<file path="src/rtl/multicycle_control_fsm_pkg.sv">
// Shared control definitions for the multicycle MIPS controller and datapath mux selects:
// opcodes, state encodings, select codes and the control-word struct.
package multicycle_control_fsm_pkg;

  localparam int OPCODE_W = 6;
  localparam int STATE_W  = 4;

  localparam logic [OPCODE_W-1:0] OP_R    = 6'h00;
  localparam logic [OPCODE_W-1:0] OP_J    = 6'h02;
  localparam logic [OPCODE_W-1:0] OP_JAL  = 6'h03;
  localparam logic [OPCODE_W-1:0] OP_BEQ  = 6'h04;
  localparam logic [OPCODE_W-1:0] OP_ADDI = 6'h08;
  localparam logic [OPCODE_W-1:0] OP_LW   = 6'h23;
  localparam logic [OPCODE_W-1:0] OP_SW   = 6'h2B;

  typedef enum logic [STATE_W-1:0] {
    S_FETCH   = 4'd0,
    S_DECODE  = 4'd1,
    S_MEM_ADR = 4'd2,
    S_MEM_RD  = 4'd3,
    S_MEM_WB  = 4'd4,
    S_MEM_WR  = 4'd5,
    S_EXECUTE = 4'd6,
    S_ALU_WB  = 4'd7,
    S_BRANCH  = 4'd8,
    S_ADDI_EX = 4'd9,
    S_ADDI_WB = 4'd10,
    S_JUMP    = 4'd11,
    S_JAL     = 4'd12
  } state_e;

  localparam logic [1:0] ALU_OP_ADD   = 2'b00;
  localparam logic [1:0] ALU_OP_SUB   = 2'b01;
  localparam logic [1:0] ALU_OP_FUNCT = 2'b10;

  localparam logic [1:0] PC_SRC_ALU    = 2'b00;
  localparam logic [1:0] PC_SRC_ALUOUT = 2'b01;
  localparam logic [1:0] PC_SRC_JUMP   = 2'b10;

  localparam logic [1:0] ALU_SRC_B_REG    = 2'b00;
  localparam logic [1:0] ALU_SRC_B_FOUR   = 2'b01;
  localparam logic [1:0] ALU_SRC_B_IMM    = 2'b10;
  localparam logic [1:0] ALU_SRC_B_IMM_SH = 2'b11;

  localparam logic [1:0] REG_DST_RT = 2'b00;
  localparam logic [1:0] REG_DST_RD = 2'b01;
  localparam logic [1:0] REG_DST_RA = 2'b10;

  localparam logic [1:0] MEM_TO_REG_ALU = 2'b00;
  localparam logic [1:0] MEM_TO_REG_MDR = 2'b01;
  localparam logic [1:0] MEM_TO_REG_PC  = 2'b10;

  typedef struct packed {
    logic       iord;
    logic       mem_write;
    logic       ir_write;
    logic       pc_write;
    logic       branch;
    logic [1:0] pc_src;
    logic       alu_src_a;
    logic [1:0] alu_src_b;
    logic [1:0] alu_op;
    logic [1:0] reg_dst;
    logic [1:0] mem_to_reg;
    logic       reg_write;
  } ctrl_t;

endpackage

</file>
<file path="src/rtl/multicycle_control_fsm_decoder.sv">
// Moore output decode: state -> control word. JAL state only decoded with MIPS_JAL_EN defined.
module ctrl_output_decoder
  import multicycle_control_fsm_pkg::*;
(
  input  state_e state,
  output ctrl_t  ctrl
);

  always_comb begin
    ctrl = '0;
    case (state)
      S_FETCH: begin
        ctrl.ir_write  = 1'b1;
        ctrl.pc_write  = 1'b1;
        ctrl.alu_src_b = ALU_SRC_B_FOUR;
      end
      S_DECODE:  ctrl.alu_src_b = ALU_SRC_B_IMM_SH;
      S_MEM_ADR: begin
        ctrl.alu_src_a = 1'b1;
        ctrl.alu_src_b = ALU_SRC_B_IMM;
      end
      S_MEM_RD:  ctrl.iord = 1'b1;
      S_MEM_WB: begin
        ctrl.mem_to_reg = MEM_TO_REG_MDR;
        ctrl.reg_write  = 1'b1;
      end
      S_MEM_WR: begin
        ctrl.iord      = 1'b1;
        ctrl.mem_write = 1'b1;
      end
      S_EXECUTE: begin
        ctrl.alu_src_a = 1'b1;
        ctrl.alu_op    = ALU_OP_FUNCT;
      end
      S_ALU_WB: begin
        ctrl.reg_dst   = REG_DST_RD;
        ctrl.reg_write = 1'b1;
      end
      S_BRANCH: begin
        ctrl.alu_src_a = 1'b1;
        ctrl.alu_op    = ALU_OP_SUB;
        ctrl.pc_src    = PC_SRC_ALUOUT;
        ctrl.branch    = 1'b1;
      end
      S_ADDI_EX: begin
        ctrl.alu_src_a = 1'b1;
        ctrl.alu_src_b = ALU_SRC_B_IMM;
      end
      S_ADDI_WB: ctrl.reg_write = 1'b1;
      S_JUMP: begin
        ctrl.pc_src   = PC_SRC_JUMP;
        ctrl.pc_write = 1'b1;
      end
`ifdef MIPS_JAL_EN
      // Link and jump in one cycle: PC is written and its old value lands in $31.
      S_JAL: begin
        ctrl.pc_src     = PC_SRC_JUMP;
        ctrl.pc_write   = 1'b1;
        ctrl.reg_dst    = REG_DST_RA;
        ctrl.mem_to_reg = MEM_TO_REG_PC;
        ctrl.reg_write  = 1'b1;
      end
`endif
      default: ;
    endcase
  end

endmodule

</file>
<file path="src/rtl/multicycle_control_fsm.sv">
// Multicycle MIPS main control FSM: state register, next-state logic, reset-gated Moore outputs.
// Optional JAL support is compiled in with `define MIPS_JAL_EN.
module multicycle_control_fsm
  import multicycle_control_fsm_pkg::*;
#(
  parameter int OPCODE_W = 6,
  parameter int STATE_W  = 4
) (
  input  logic                clk,
  input  logic                reset,
  input  logic [OPCODE_W-1:0] opcode_i,
  output logic                iord_o,
  output logic                mem_write_o,
  output logic                ir_write_o,
  output logic                pc_write_o,
  output logic                branch_o,
  output logic [1:0]          pc_src_o,
  output logic                alu_src_a_o,
  output logic [1:0]          alu_src_b_o,
  output logic [1:0]          alu_op_o,
  output logic [1:0]          reg_dst_o,
  output logic [1:0]          mem_to_reg_o,
  output logic                reg_write_o,
  output logic [STATE_W-1:0]  state_o
);

  state_e state, state_n;
  ctrl_t  dec, ctrl;

  always_ff @(posedge clk or negedge reset) begin
    if (!reset) state <= S_FETCH;
    else        state <= state_n;
  end

  always_comb begin
    state_n = S_FETCH;
    case (state)
      S_FETCH: state_n = S_DECODE;
      S_DECODE: begin
        if (opcode_i == OPCODE_W'(OP_LW) || opcode_i == OPCODE_W'(OP_SW)) state_n = S_MEM_ADR;
        else if (opcode_i == OPCODE_W'(OP_R))    state_n = S_EXECUTE;
        else if (opcode_i == OPCODE_W'(OP_BEQ))  state_n = S_BRANCH;
        else if (opcode_i == OPCODE_W'(OP_J))    state_n = S_JUMP;
        else if (opcode_i == OPCODE_W'(OP_ADDI)) state_n = S_ADDI_EX;
`ifdef MIPS_JAL_EN
        else if (opcode_i == OPCODE_W'(OP_JAL))  state_n = S_JAL;
`endif
      end
      S_MEM_ADR: begin
        if (opcode_i == OPCODE_W'(OP_LW))      state_n = S_MEM_RD;
        else if (opcode_i == OPCODE_W'(OP_SW)) state_n = S_MEM_WR;
      end
      S_MEM_RD:  state_n = S_MEM_WB;
      S_EXECUTE: state_n = S_ALU_WB;
      S_ADDI_EX: state_n = S_ADDI_WB;
      default:   state_n = S_FETCH;
    endcase
  end

  ctrl_output_decoder u_dec (
    .state (state),
    .ctrl  (dec)
  );

  // Gate with the raw reset so every strobe drops the instant reset falls, not at the next edge.
  assign ctrl = reset ? dec : '0;

  assign iord_o       = ctrl.iord;
  assign mem_write_o  = ctrl.mem_write;
  assign ir_write_o   = ctrl.ir_write;
  assign pc_write_o   = ctrl.pc_write;
  assign branch_o     = ctrl.branch;
  assign pc_src_o     = ctrl.pc_src;
  assign alu_src_a_o  = ctrl.alu_src_a;
  assign alu_src_b_o  = ctrl.alu_src_b;
  assign alu_op_o     = ctrl.alu_op;
  assign reg_dst_o    = ctrl.reg_dst;
  assign mem_to_reg_o = ctrl.mem_to_reg;
  assign reg_write_o  = ctrl.reg_write;
  assign state_o      = reset ? STATE_W'(state) : '0;

endmodule

</file>
<file path="config.mk">
export PLATFORM = sky130hd
export DESIGN_NAME = multicycle_control_fsm
export DESIGN_NICKNAME = d
export VERILOG_FILES = /design/src/rtl/multicycle_control_fsm_pkg.sv /design/src/rtl/multicycle_control_fsm_decoder.sv /design/src/rtl/multicycle_control_fsm.sv
export SDC_FILE = /design/constraint.sdc
export NUM_CORES = 1
export LEC_CHECK = 0
export CORE_AREA = 2 2 39 41
export DETAILED_ROUTE_END_ITERATION = 10
export DIE_AREA = 0 0 41 43
export DONT_BUFFER_PORTS = 1
export GPL_ROUTABILITY_DRIVEN = 0
export GPL_TIMING_DRIVEN = 1
export PLACE_DENSITY = 0.56
export SLEW_MARGIN = 40
export SYNTH_ARGS = -nofsm -noshare
export SYNTH_HDL_FRONTEND = slang
export SYNTH_SLANG_ARGS = --single-unit
</file>
<file path="constraint.sdc">
create_clock -name clk -period 1.55 [get_ports clk]
set_clock_uncertainty 0.15 [all_clocks]
set_input_delay 0.31 -clock clk [delete_from_list [all_inputs] [get_ports clk]]
set_output_delay 0.31 -clock clk [all_outputs]
set_load 0.05 [all_outputs]
</file>
==> PnR_summary.wiki, run 1 <==
{| class="wikitable"
! Metric !! Value
|-
| Register bit total from synthesis || 4
|-
| Buffer type at the clock tree root || sky130_fd_sc_hd__clkbuf_4
|-
| Most area-consuming cells after synthesis || sky130_fd_sc_hd__dfrtp_1 17%, sky130_fd_sc_hd__xor2_1 6.1%, sky130_fd_sc_hd__nor3_1 5.2%, sky130_fd_sc_hd__buf_4 5.2%, sky130_fd_sc_hd__nor2_1 4.6%
|-
| Post-synthesis area per instance || 7.641 sq um
|-
| Die W || 41 microns
|-
| Initial Util || 41.41%
|-
| Placement-stage worst setup slack || -263.1 ps
|-
| Number of top-level pins || 29
|-
| Sequential area share after synthesis || 17.47%
|-
| Pin type at the end of the worst path || top-level output
|-
| Unique cell type count in the Yosys netlist || 37
|-
| Error that stopped the run || [ERROR DPL-0038] Utilization greater than 100%, impossible to legalize
|-
| Count of H-tree levels built during CTS || 1
|-
| Status || did not finish
|-
| Largest buffer count on any clock path || 2
|-
| # rows || 14
|-
| Share of synthesized flip-flops with an asynchronous set or reset || 100.0%
|-
| Cell type with the largest total area after synthesis || sky130_fd_sc_hd__dfrtp_1
|-
| Buffers added on ports || 0
|-
| Count of mapped cells out of synthesis || 75
|-
| Warnings, synthesis || 0
|-
| Critical endpoint after global-route timing repair || reg_write_o
|-
| Last stage reached || global routing
|-
| Half-perimeter wire length after placement || 1.384 mm
|-
| Clock net sink count || 4
|-
| Vertical die dimension || 43 microns
|-
| Share of the synthesized area in the top cell type || 17.47%
|-
| Synth Cell Area || 573.1 sq um
|-
| Clock buffers created by TritonCTS || 3
|-
| Most used flip-flop cell after synthesis || sky130_fd_sc_hd__dfrtp_1
|-
| Pin count of the biggest net entering global routing || 16
|-
| Count of flip-flops with a built-in enable after synthesis || 0
|}
[metrics by stage]
stage                     util (%)  std cells  setup TNS, ps  hold slack [ps]  area, sq um
after floorplan                  -         76          -3052           -135.6        748.2
after global placement       83.63        120          -1346           -135.3         1157
after detailed placement     83.63        120          -1838           -135.3         1157
after CTS                    96.11        129          -5774           -390.6         1330
[repair_timing]
action | 4_1_cts
gates resized for setup | 25
pin swaps | 8
setup endpoints to repair | 21
hold endpoints to repair | 4
setup buffers | 6
[kinds of logic after synthesis]
group,after synthesis,synth area share [%]
AO/OA/AOI/OAI,12,15.94
XOR/XNOR,4,6.113
buffers and inverters,11,12.66
flip-flops,4,17.47
multiplexers,1,1.747
other,1,0.6544
AND/OR/NAND/NOR,42,45.42
[cells in the mapped netlist, drive strengths merged, types with 2 or more instances]
master / number
o2111ai: 2
and2b: 2
nand2: 4
o21a: 2
nor2b: 2
or2b: 2
buf: 6
clkbuf: 4
nor3: 6
nor2: 7
or4: 2
dfrtp: 4
xor2: 4
and2: 4
nor3b: 3
nand3b: 3
==> run 2, diff against run 1 <==
--- a/config.mk
+++ b/config.mk
@@ -5,13 +5,13 @@
 export SDC_FILE = /design/constraint.sdc
 export NUM_CORES = 1
 export LEC_CHECK = 0
-export CORE_AREA = 2 2 39 41
+export CORE_AREA = 2 2 63 65
 export DETAILED_ROUTE_END_ITERATION = 10
-export DIE_AREA = 0 0 41 43
+export DIE_AREA = 0 0 65 67
 export DONT_BUFFER_PORTS = 1
 export GPL_ROUTABILITY_DRIVEN = 0
 export GPL_TIMING_DRIVEN = 1
-export PLACE_DENSITY = 0.56
+export PLACE_DENSITY_LB_ADDON = 0.15
 export SLEW_MARGIN = 40
 export SYNTH_ARGS = -nofsm -noshare
 export SYNTH_HDL_FRONTEND = slang
==> constraint.sdc (replaced) <==
create_clock -name clk -period 2.02 [get_ports clk]
set_clock_uncertainty 0.15 [all_clocks]
set_input_delay 0.404 -clock clk [delete_from_list [all_inputs] [get_ports clk]]
set_output_delay 0.404 -clock clk [all_outputs]
set_load 0.05 [all_outputs]
==> PnR_summary.wiki, run 2 <==
{| class="wikitable"
! Metric !! Value
|-
| Util after Layout || 27.27%
|-
| Unique cell type count in the Yosys netlist || 37
|-
| GRT overflow || 0
|-
| Total non-filler cell area in the finished layout || 983.4 sq um
|-
| ANT cells || 0
|-
| Total global routing track utilization || 7.944%
|-
| Clock-pin slew on the worst setup and hold paths || 30 ps
|-
| Register bit total from synthesis || 4
|-
| Most area-consuming cells after synthesis || sky130_fd_sc_hd__dfrtp_1 17%, sky130_fd_sc_hd__xor2_1 6.1%, sky130_fd_sc_hd__nor3_1 5.2%, sky130_fd_sc_hd__buf_4 5.2%, sky130_fd_sc_hd__nor2_1 4.6%
|-
| Die W || 65 microns
|-
| Commonest cells after routing, fill and taps aside || 20 x sky130_fd_sc_hd__buf_4, 6 x sky130_fd_sc_hd__nor2_1, 5 x sky130_fd_sc_hd__buf_12
|-
| Worst setup EP type || primary output
|-
| Largest registers || state: 4 flops
|-
| Vertical die dimension || around 67 microns
|-
| P_leak || 0.0004085 uW
|-
| Iter 0 DRT Violations || 35
|-
| Synth Cell Area || 573.1 sq um
|-
| Half-perimeter wire length after placement || 1.330 mm
|-
| Clock buffers created by TritonCTS || 3
|-
| Fraction of layout cells with a size suffix above 1 || 54.55%
|-
| Post-synthesis to final-layout area growth || 71.62%
|-
| # rows || 22
|-
| Violated checks || setup timing
|-
| Status || finished, violations left
|-
| Sequential area share after synthesis || 17.47%
|-
| Power density cells || 844.7 nW/um^2
|-
| Die area || 4355 sq um
|-
| Placed cells || 139
|-
| Share of the synthesized area in the top cell type || 17.47%
|-
| Clock net sink count || 4
|-
| Sequential fraction of design power || between 10% and 20%
|-
| Post-synthesis area per instance || 7.641 sq um
|-
| Upper clock frequency limit || 0.4919 GHz
|-
| Tcrit/Tclk final || 100.6%
|-
| Req. time, crit path || 1470 ps
|-
| Shortest period the worst path allows || 2033 ps
|-
| Share of synthesized flip-flops with an asynchronous set or reset || 100.0%
|-
| Largest buffer count on any clock path || 2
|-
| Clock tree from TritonCTS || yes
|-
| Most used flip-flop cell after synthesis || sky130_fd_sc_hd__dfrtp_1
|-
| Cell type with the largest total area after synthesis || sky130_fd_sc_hd__dfrtp_1
|-
| Buffers added on ports || 0
|-
| Worst Setup Start Kind || flip-flop
|-
| Warnings, synthesis || 0
|-
| Total detailed-routing wirelength || 1.682 mm
|-
| Final Net Count || roughly 110
|-
| Switching share of power || 45.51%
|-
| Worst IR Drop VDD || 0.0002039 V
|-
| Area of placed instances || 855.8 sq um
|-
| Final-report hold violation count || 0
|-
| Standard cell core area || 3606 sq um
|-
| Min-delay worst type || in2reg
|-
| Number of optimization iterations in the first detailed-route pass || 3
|-
| Arrival time of data at the critical path endpoint || 1480 ps
|-
| Number of vias per cell after detailed routing || between 4 and 5
|-
| Number of top-level pins || 29
|-
| Most common cell after layout, fill and taps aside || sky130_fd_sc_hd__buf_4
|-
| Worst setup margin || -12.80 ps
|-
| Placement-stage worst setup slack || 99.20 ps
|-
| Average wire per standard cell || 11.44 microns
|-
| Post-route antenna net violation count || 0
|-
| Post-Route Hold Slack || 147.1 ps
|-
| Share of power burned in combinational logic || 63.3%
|-
| Via count of the first global-routing pass || between 500 and 600
|-
| Count of mapped cells out of synthesis || 75
|-
| Number of maximum-capacitance violations || 0
|-
| Buffer type at the clock tree root || sky130_fd_sc_hd__clkbuf_8
|-
| Count of H-tree levels built during CTS || 1
|-
| Via Count || 629
|-
| Most instantiated library cell after synthesis || sky130_fd_sc_hd__nor2_1
|-
| Reg with most FFs || state
|-
| Cell Count, Final, Fillers Out || 147
|-
| Count of flip-flops with a built-in enable after synthesis || 0
|-
| Most frequent cells after synthesis || 7 x sky130_fd_sc_hd__nor2_1, 6 x sky130_fd_sc_hd__nor3_1
|-
| Flip-flop count of the largest register, all copies and words added || 4
|-
| Global-route wire length before repair || 2.628 mm
|-
| Crit Path Class || reg2out
|-
| Switching power || about 380 uW
|-
| Pint || about 450 uW
|-
| Unrepaired setup endpoints after global routing || yes
|-
| Antenna violations before repair || 0
|-
| Worst skew pair latency || 210 ps
|-
| Pins Over Slew Limit || 0
|-
| CP Max Fanout || 8
|-
| Post-route DRC violation count || 0
|-
| Pin count of the biggest net entering global routing || 13
|-
| Clock power share || 19.5%
|-
| Final count of negative-setup-slack endpoints || 1
|-
| Initial Util || ~16%
|}
-- run 2: cell counts after synthesis --
No cell type changed its count.
-- run 2: area by class of cell --
cell class | count | area (sq um)
Fill cell | 405 | 2623
Multi-Input combinational cell | 61 | 474.2
Timing Repair Buffer | 30 | 299.0
Sequential cell | 4 | 105.1
Tap cell | 48 | 60.06
Clock buffer | 3 | 41.29
Inverter | 1 | 3.754
-- run 2: through the flow --
step / total power [uW] / setup TNS, ps
final: 830.7 / -12.80
after global routing: 879.6 / -157.1
after detailed placement: 628.8 / 0
after CTS: 825.3 / -20.15
after floorplan: 483.3 / -1621
after global placement: 627.7 / 0
-- run 2: worst paths after layout --
check,from,to,slack [ps],depth (start not counted)
max,state[3],reg_write_o,-10,4
min,opcode_i[5],state[3],150,1
max reg2reg,state[3],state[1],90,4
min reg2reg,state[3],state[0],580,2
max in group asynchronous,reset,state[2],1240,1
min in group asynchronous,reset,state[0],310,1
-- run 2: timing repair --
action,4_1_cts,5_1_grt
resized for setup,9,6
pin swaps,2,1
setup buffers,4,0
setup endpoints to repair,9,9
endpoints found under the hold margin,4,0
hold buffers,1,0
-- run 2: worst max-delay path, stage by stage (launching register included) --
cell and delay (ps):
sky130_fd_sc_hd__dfrtp_2 450, sky130_fd_sc_hd__or3b_1 380, sky130_fd_sc_hd__a21oi_2 130, sky130_fd_sc_hd__o21a_1 160
sky130_fd_sc_hd__buf_12 140
-- run 2: logic make-up after synthesis --
kind of cell           share of synthesized area [%]
multiplexers                                   1.747
other                                         0.6544
XOR/XNOR                                       6.113
flip-flops                                     17.47
AND/OR/NAND/NOR                                45.42
AO/OA/AOI/OAI                                  15.94
buffers and inverters                          12.66
-- run 2: layer usage --
layer,track usage (%),vias to the layer above,routed length [microns]
met5,0,-,0
met4,3.989,0,19
met3,2.027,2,151
met2,11.47,26,693
met1,10.80,289,817
li1,-,312,-
-- run 2: power groups by stage --
stage / sequential, uW / combinational (uW) / clock [uW]
floorplan: 103 / 380 / 0
global placement: 139 / 489 / 0
detailed placement: 143 / 486 / 0
CTS: 141 / 517 / 167
global route: 148 / 557 / 174
finish: 143 / 526 / 162
(Power assumes the default switching activity.)
==> run 3, diff against run 2 <==
--- a/config.mk
+++ b/config.mk
@@ -6,6 +6,7 @@
 export NUM_CORES = 1
 export LEC_CHECK = 0
 export CORE_AREA = 2 2 63 65
+export CTS_BUF_LIST = sky130_fd_sc_hd__clkbuf_16
 export DETAILED_ROUTE_END_ITERATION = 10
 export DIE_AREA = 0 0 65 67
 export DONT_BUFFER_PORTS = 1
==> PnR_summary.wiki, run 3 (synthesis results as in run 2) <==
{| class="wikitable"
! Metric !! Value
|-
| Number of optimization iterations in the first detailed-route pass || 4
|-
| Via count of the first global-routing pass || 546
|-
| Die W || between 60 and 70 microns
|-
| Global-route wire length before repair || roughly 2.7 mm
|-
| # rows || 22
|-
| Worst IR Drop VDD || 0.0003733 V
|-
| Final count of negative-setup-slack endpoints || 1
|-
| Buffers added on ports || 0
|-
| Buffers and inverters on the worst path || 1
|-
| Fraction of layout cells with a size suffix above 1 || 56.00%
|-
| Worst skew pair latency || around 220 ps
|-
| Worst setup margin || -17.84 ps
|-
| Commonest cells after routing, fill and taps aside || 20 x sky130_fd_sc_hd__buf_4, 6 x sky130_fd_sc_hd__nor2_1, 5 x sky130_fd_sc_hd__buf_12
|-
| Half-perimeter wire length after placement || 1.330 mm
|-
| Worst Setup Start Kind || flip-flop
|-
| Clock buffers created by TritonCTS || 3
|-
| Total detailed-routing wirelength || 1.726 mm
|-
| Number of top-level pins || 29
|-
| Status || finished, violations left
|-
| Post-route antenna net violation count || 0
|-
| Placement-stage worst setup slack || 99.20 ps
|-
| Die area || 4355 sq um
|-
| Tcrit/Tclk final || 100.9%
|-
| Final Net Count || 110
|-
| Post-route DRC violation count || 0
|-
| Util after Layout || 28.73%
|-
| Buffer type at the clock tree root || sky130_fd_sc_hd__clkbuf_16
|-
| Standard cell core area || 3606 sq um
|-
| Number of vias per cell after detailed routing || 4.182
|-
| Worst stage delay on the critical path || about 450 ps
|-
| Req. time, crit path || between 1000 and 1500 ps
|-
| Clock-pin slew on the worst setup and hold paths || 30 ps
|-
| Largest buffer count on any clock path || 2
|-
| Reg with most FFs || state
|-
| Average wire per standard cell || roughly 12 microns
|-
| Post-layout total power || approximately 980 uW
|-
| Flip-flop count of the largest register, all copies and words added || 4
|-
| Clock net sink count || 4
|-
| Vertical die dimension || 67 microns
|-
| Crit Path Class || reg2out
|-
| Setup slack on the worst flop-to-flop path || 100 ps
|-
| Count of H-tree levels built during CTS || 1
|-
| GRT overflow || 0
|-
| Initial Util || 15.89%
|-
| Most common cell after layout, fill and taps aside || sky130_fd_sc_hd__buf_4
|-
| Post-synthesis to final-layout area growth || 80.79%
|-
| Arrival time of data at the critical path endpoint || around 1500 ps
|-
| Cell with the biggest individual delay on the critical path || sky130_fd_sc_hd__dfrtp_2
|-
| Iter 0 DRT Violations || 31
|-
| Violated checks || setup timing
|-
| Pin count of the biggest net entering global routing || 13
|-
| Min-delay worst type || in2reg
|-
| Total global routing track utilization || 7.912%
|-
| Largest registers || state: 4 flops
|-
| Unrepaired setup endpoints after global routing || yes
|-
| Shortest period the worst path allows || 2038 ps
|-
| Worst setup EP type || primary output
|-
| CP Max Fanout || 8
|-
| Upper clock frequency limit || 0.4907 GHz
|-
| Chain of cells forming the critical path || or3b_1, a21oi_2, o21a_1, buf_12
|-
| Final-report hold violation count || 0
|-
| Family of cells with the greatest summed delay on the critical path || flip-flops
|-
| Setup total negative slack || -17.84 ps
|-
| P_leak || 0.0004296 uW
|-
| Pins Over Slew Limit || 0
|-
| Via Count || 619
|-
| Number of maximum-capacitance violations || 0
|-
| Power density cells || 944.6 nW/um^2
|-
| Clock tree from TritonCTS || yes
|-
| ANT cells || 0
|-
| Antenna violations before repair || 0
|}
## run 3: changes by cell type in the layout (fill, tap and decap cells not counted)
cell,previous run,this run
sky130_fd_sc_hd__buf_6,3,4
sky130_fd_sc_hd__clkbuf_8,3,0
sky130_fd_sc_hd__xor2_2,0,1
sky130_fd_sc_hd__xor2_1,4,3
sky130_fd_sc_hd__clkbuf_16,0,3
## run 3: worst paths after layout
kind / cells after the start / end / startpoint
setup reg to reg: 4 / state[1] / state[3]
min in group asynchronous: 1 / state[1] / reset
hold reg to reg: 2 / state[0] / state[3]
hold / removal: 1 / state[3] / opcode_i[5]
setup / recovery: 4 / reg_write_o / state[3]
max in group asynchronous: 1 / state[3] / reset
## run 3: repair_timing
action                     CTS  global route
hold buffers                 1             0
pin swaps                    2             2
setup buffers                4             1
gates cloned                 0             0
setup endpoints to repair    9            10
hold endpoints to repair     4             0
gates resized for setup     11             6
## run 3: through the flow
step | cells | hold slack (ps) | cell area (sq um)
CTS | 147 | 133.5 | 997.2
floorplan | 76 | -41.59 | 614.3
finish | 148 | 135.8 | 1036
global placement | 139 | -41.31 | 855.8
detailed placement | 139 | -41.29 | 855.8
global route | 148 | 132.8 | 1036
## run 3: where the power goes
group	internal (uW)	total, uW	switching (uW)
Sequential	101	142	41.3
Clock	252	302	49.6
Combinational	230	535	305
Total	583	979	396
## run 3: final cells by class
class | count | area [sq um]
clock buffers | 3 | 75.07
fillers | 399 | 2570
inverters | 1 | 3.754
multi-input cells | 61 | 481.7
flip-flops and latches | 4 | 105.1
well taps | 48 | 60.06
repair buffers | 31 | 310.3
## run 3: per-layer routing
layer	wire length [microns]	up-vias	global-route usage (%)	part of all wire (%)
met5	0	-	0	0
met1	824	278	11.21	48
met3	157	0	2.027	9.1
met4	0	0	3.191	0
li1	-	316	-	-
met2	744	25	11.21	43
==> edit 1, RTL diff (settings of run 3) <==
Register the output `mem_to_reg_o`, without a reset; this adds one clock of latency there. The other outputs are not delayed to match.
--- a/src/rtl/multicycle_control_fsm.sv
+++ b/src/rtl/multicycle_control_fsm.sv
@@ -75,7 +75,9 @@
   assign alu_src_b_o  = ctrl.alu_src_b;
   assign alu_op_o     = ctrl.alu_op;
   assign reg_dst_o    = ctrl.reg_dst;
-  assign mem_to_reg_o = ctrl.mem_to_reg;
+  always_ff @(posedge clk) begin
+    mem_to_reg_o <= ctrl.mem_to_reg;
+  end
   assign reg_write_o  = ctrl.reg_write;
   assign state_o      = reset ? STATE_W'(state) : '0;
 
Formal check against the unedited RTL: not equivalent (Yosys sat finds a counterexample within 10 cycles, from zero or initial values and one cycle with reset low).
==> edit 1 against run 3 <==
  * Routed wire length shrank 7.5%
  * Final area fell by 20%
  * Highest routed layer is now met4
  * Area after synthesis fell by 10%
  * Sequential cell count increased by 1
  * Largest power group unchanged
  * Via count shrank 10%
  * First-iteration DRC count grew 55%
  * Power is 7.9% lower
  * Global-route usage about the same
  * Synthesized cell count decreased by 4.0%
  * Worst setup slack better by 29 ps
==> edit 1: results <==
group,metric,value,unit
setup_path,rr_worst_depth,5,
synthesis,synthCells,72,
setup_path,r2r-end,"state[2]",
power,power_leakage,0.3415,nW
synthesis,synth_common_cells,"nor3_1, and2_1, nand2_1, nor2_1",
hold_path,hp-start,"opcode_i[3]",
synthesis,syn-cell-area,515.5,µm²
cells_and_area,nNetsFinal,98,
placement,dp_hpwl,1.237,mm
setup_path,cp.arrival,1450,ps
global_routing,track_usage,0.07870,
placement,dp.cells,132,
status,status,"completed",
sta,whs,156.0,ps
synthesis,synth_area_leaders,"dfrtp_1, nor3_1, and2_1, xor2_1, nand2b_1",
global_routing,first_global_vias,510,
detailed_routing,first_iter_violations,48,
synthesis,ys_async_sr_fraction,0.8000,
cells_and_area,stdcell_count,137,
synthesis,synth-seq-area-share,0.2330,
detailed_routing,vias_per_cell,4.051,
synthesis,synth_cell_types,35,
detailed_routing,drt-wirelength-per-cell,11.66,µm
global_routing,grt_pass1_wl,2.580,mm
cells_and_area,largestRegisters,"state: 4 flops, mem_to_reg_o: 1 flops",
edit 1: where the power goes:
group          internal, mW  leakage [nW]  switching [mW]  total (mW)
logic                 0.136         0.244           0.270       0.406
clock network         0.256        0.0423          0.0664       0.323
registers             0.122        0.0554          0.0498       0.172
edit 1: logic make-up (layout without fill, tap and decap cells):
group                     count (synthesis)  after routing  synth area share
muxes                                     1              1           0.01942
buffers and inverters                    10             26           0.08735
AOI/OAI and AO/OA                        13             13            0.1748
xor gates and xnor gates                  4              4           0.06797
other                                     1              2          0.007275
and+or+nand+nor                          38             38            0.4102
DFF                                       5              5            0.2330
edit 1: area by class of cell:
| class | instances | area [µm²] | share of cell area |
|---|---|---|---|
| Inverter | 4 | 18.77 | 0.02256 |
| Clock buffer | 3 | 75.07 | 0.09023 |
| Tap cell | 48 | 60.06 | 0.07218 |
| Clock inverter | 1 | 3.754 | 0.004511 |
| Timing Repair Buffer | 18 | 162.7 | 0.1955 |
| Sequential cell | 5 | 125.1 | 0.1504 |
| Multi-Input combinational cell | 58 | 386.6 | 0.4647 |
edit 1: how the worst max path moves through the flow:
stage | start | to | slack, ps | cells past startpoint
4_1_cts | state[3] | reg_write_o | 4 | 5
3_5_place_dp | state[3] | state[2] | 170 | 5
6_report | state[2] | reg_write_o | 10 | 5
2_1_floorplan | state[1] | alu_op_o[0] | -360 | 4
5_1_grt | state[3] | reg_write_o | -60 | 5
3_3_place_gp | state[3] | state[2] | 170 | 5
edit 1: metal layers:
metal / part of all wire / global-route usage
met2: 0.40 / 0.1018
met3: 0.089 / 0.02196
met4: 0.024 / 0.05585
met5: 0 / 0
met1: 0.48 / 0.1089
edit 1: worst register-to-register path, cell delays in order, from the launching register on:
cell and delay, ps:
dfrtp_2 450, buf_4 170, or3_1 380, or3b_1 410
nor3_2 120, a211o_1 110
edit 1: repair_timing:
action | 4_1_cts | 5_1_grt
endpoints found under the setup margin | 3 | 6
buffers inserted | 0 | 0
hold buffers | 1 | 0
pin swaps | 1 | 2
hold endpoints to repair | 4 | 0
gates cloned | 0 | 0
resized for setup | 5 | 4
==> edit 2, RTL diff (config.mk and constraints of run 3) <==
Made on the original files. Build with the macro `MIPS_JAL_EN` defined.
--- a/src/rtl/multicycle_control_fsm_decoder.sv
+++ b/src/rtl/multicycle_control_fsm_decoder.sv
@@ -1,4 +1,6 @@
 // Moore output decode: state -> control word. JAL state only decoded with MIPS_JAL_EN defined.
+`define MIPS_JAL_EN
+
 module ctrl_output_decoder
   import multicycle_control_fsm_pkg::*;
 (
Behaviour: not the same (a bounded check fails within 4 cycles, from zero or initial values and one cycle with reset low).
==> edit 2 against run 3 <==
  * Sequential cell count unchanged
  * Worst setup slack improved by 45 ps
  * Power increased by 18%
  * Sequential share of layout area decreased by 0.62 points
  * First-iteration DRC count decreased by 16%
  * Area after synthesis decreased by 9.0%
  * Final area increased by 7.7%
  * Routed wire length increased by 4.6%
  * Critical endpoint unchanged
==> edit 2: results <==
group,metric,value,unit
status,status,"completed",
detailed_routing,route.met3.wl,128,µm
placement,dp_slack,149.1,ps
synthesis,synth_area_leaders,"dfrtp_1, nor2_1, nand2b_1, nor3_1, buf_4",
global_routing,first_global_vias,639,
detailed_routing,detail_route.first_pass.iterations,4,
synthesis,synth_common_cells,"nor2_1, nand2_1, nor3_1",
setup_path,slowest_delay,500,ps
synthesis,syn-num-nets,85,
setup_path,rr_worst_depth,5,
cells_and_area,nNetsFinal,117,
detailed_routing,wl,1.806,mm
setup_path,slowest_stage,"dfrtp_4",
detailed_routing,drt-wirelength-per-cell,11.58,µm
power,power.switching,0.4863,mW
power,irDropWorstVdd,0.3464,mV
detailed_routing,vias,652,
synthesis,synth-seq-area-share,0.1918,
setup_path,rr_startpoint,"state[0]",
setup_path,crit_fanout,5,
placement,placed_area,900.9,µm²
detailed_routing,wl_met1,811,µm
synthesis,synth_cell_types,29,
detailed_routing,highest_layer,"met4",
sta,tightest_slew,414.8,ps
hold_path,hp-start,"opcode_i[0]",
clock_network,cts_buffer_depth,2,
power,power_leakage,0.4473,nW
clock_network,clock_latency,230,ps
global_routing,track_usage,0.08877,
cells_and_area,drive_above_1_share,0.5370,
detailed_routing,first_iter_violations,26,
setup_path,cp.arrival,1440,ps
global_routing,grt_pass1_wl,2.918,mm
placement,dp_hpwl,1.337,mm
detailed_routing,wl_met2,807,µm
synthesis,post_synth.cell_area_avg,6.776,µm²
placement,dp.cells,143,
[edit 2: cell count changes after synthesis, moves of 3 or more]
cell	change
nor3b_1	-3
nand2b_1	+4
a21oi_1	+3
nor2_1	+3
xor2_1	-3
[edit 2: cell families (layout without fill, tap and decap cells)]
kind of cell	after synthesis	in the layout	synth area share
xor gates and xnor gates	3	3	0.05037
DFF	4	4	0.1919
and+or+nand+nor	44	44	0.4581
buffers and inverters	11	42	0.1007
AOI/OAI and AO/OA	15	15	0.1991
[edit 2: what timing repair did]
| action | 4_1_cts | 5_1_grt |
|---|---|---|
| pin swaps | 1 | 1 |
| gates resized for setup | 10 | 10 |
| hold buffers | 1 | 0 |
| buffers inserted | 3 | 5 |
| setup endpoints to repair | 8 | 10 |
| hold endpoints to repair | 4 | 0 |
[edit 2: metrics by stage]
stage	TNS (ps)	power (mW)
final	0	1.156
after global routing	-125.5	1.214
after CTS	0	1.089
after detailed placement	0	0.6939
after global placement	0	0.6961
after floorplan	-964.4	0.5487
[edit 2: path summary, 6_finish.rpt]
path | slack, ps | end
hold reg to reg | 410 | state[3]
setup reg to reg | 180 | state[1]
hold / removal | 110 | state[0]
setup / recovery | 30 | reg_write_o
min in group asynchronous | 300 | state[0]
max in group asynchronous | 1230 | state[2]
[edit 2: power by group through the flow]
stage	sequential [mW]	clock, mW	combinational [mW]
after CTS	0.168	0.327	0.593
after detailed placement	0.173	0	0.521
after global routing	0.143	0.331	0.740
after global placement	0.172	0	0.524
final	0.139	0.322	0.695
after floorplan	0.128	0	0.421
[edit 2: worst max-delay path: cells and delay by family (launching register included)]
family,cells,cell delay [ps]
buffers and inverters,2,330
AOI/OAI and AO/OA,2,230
DFF,1,500
and+or+nand+nor,1,150
[edit 2: cell type report]
cell class,count,area [µm²]
inverter,3,11.26
timing repair buffer,35,369.1
fill,395,2490
tap,48,60.06
sequential,4,106.4
clock inverter,1,3.754
clock buffer,3,75.07
multi-input combinational,62,490.5
[edit 2: layer usage]
metal  up-vias  GRT usage
met2        24     0.1302
met5         -          0
met3         5    0.01689
met4         0    0.07181
li1        334          -
met1       289     0.1122
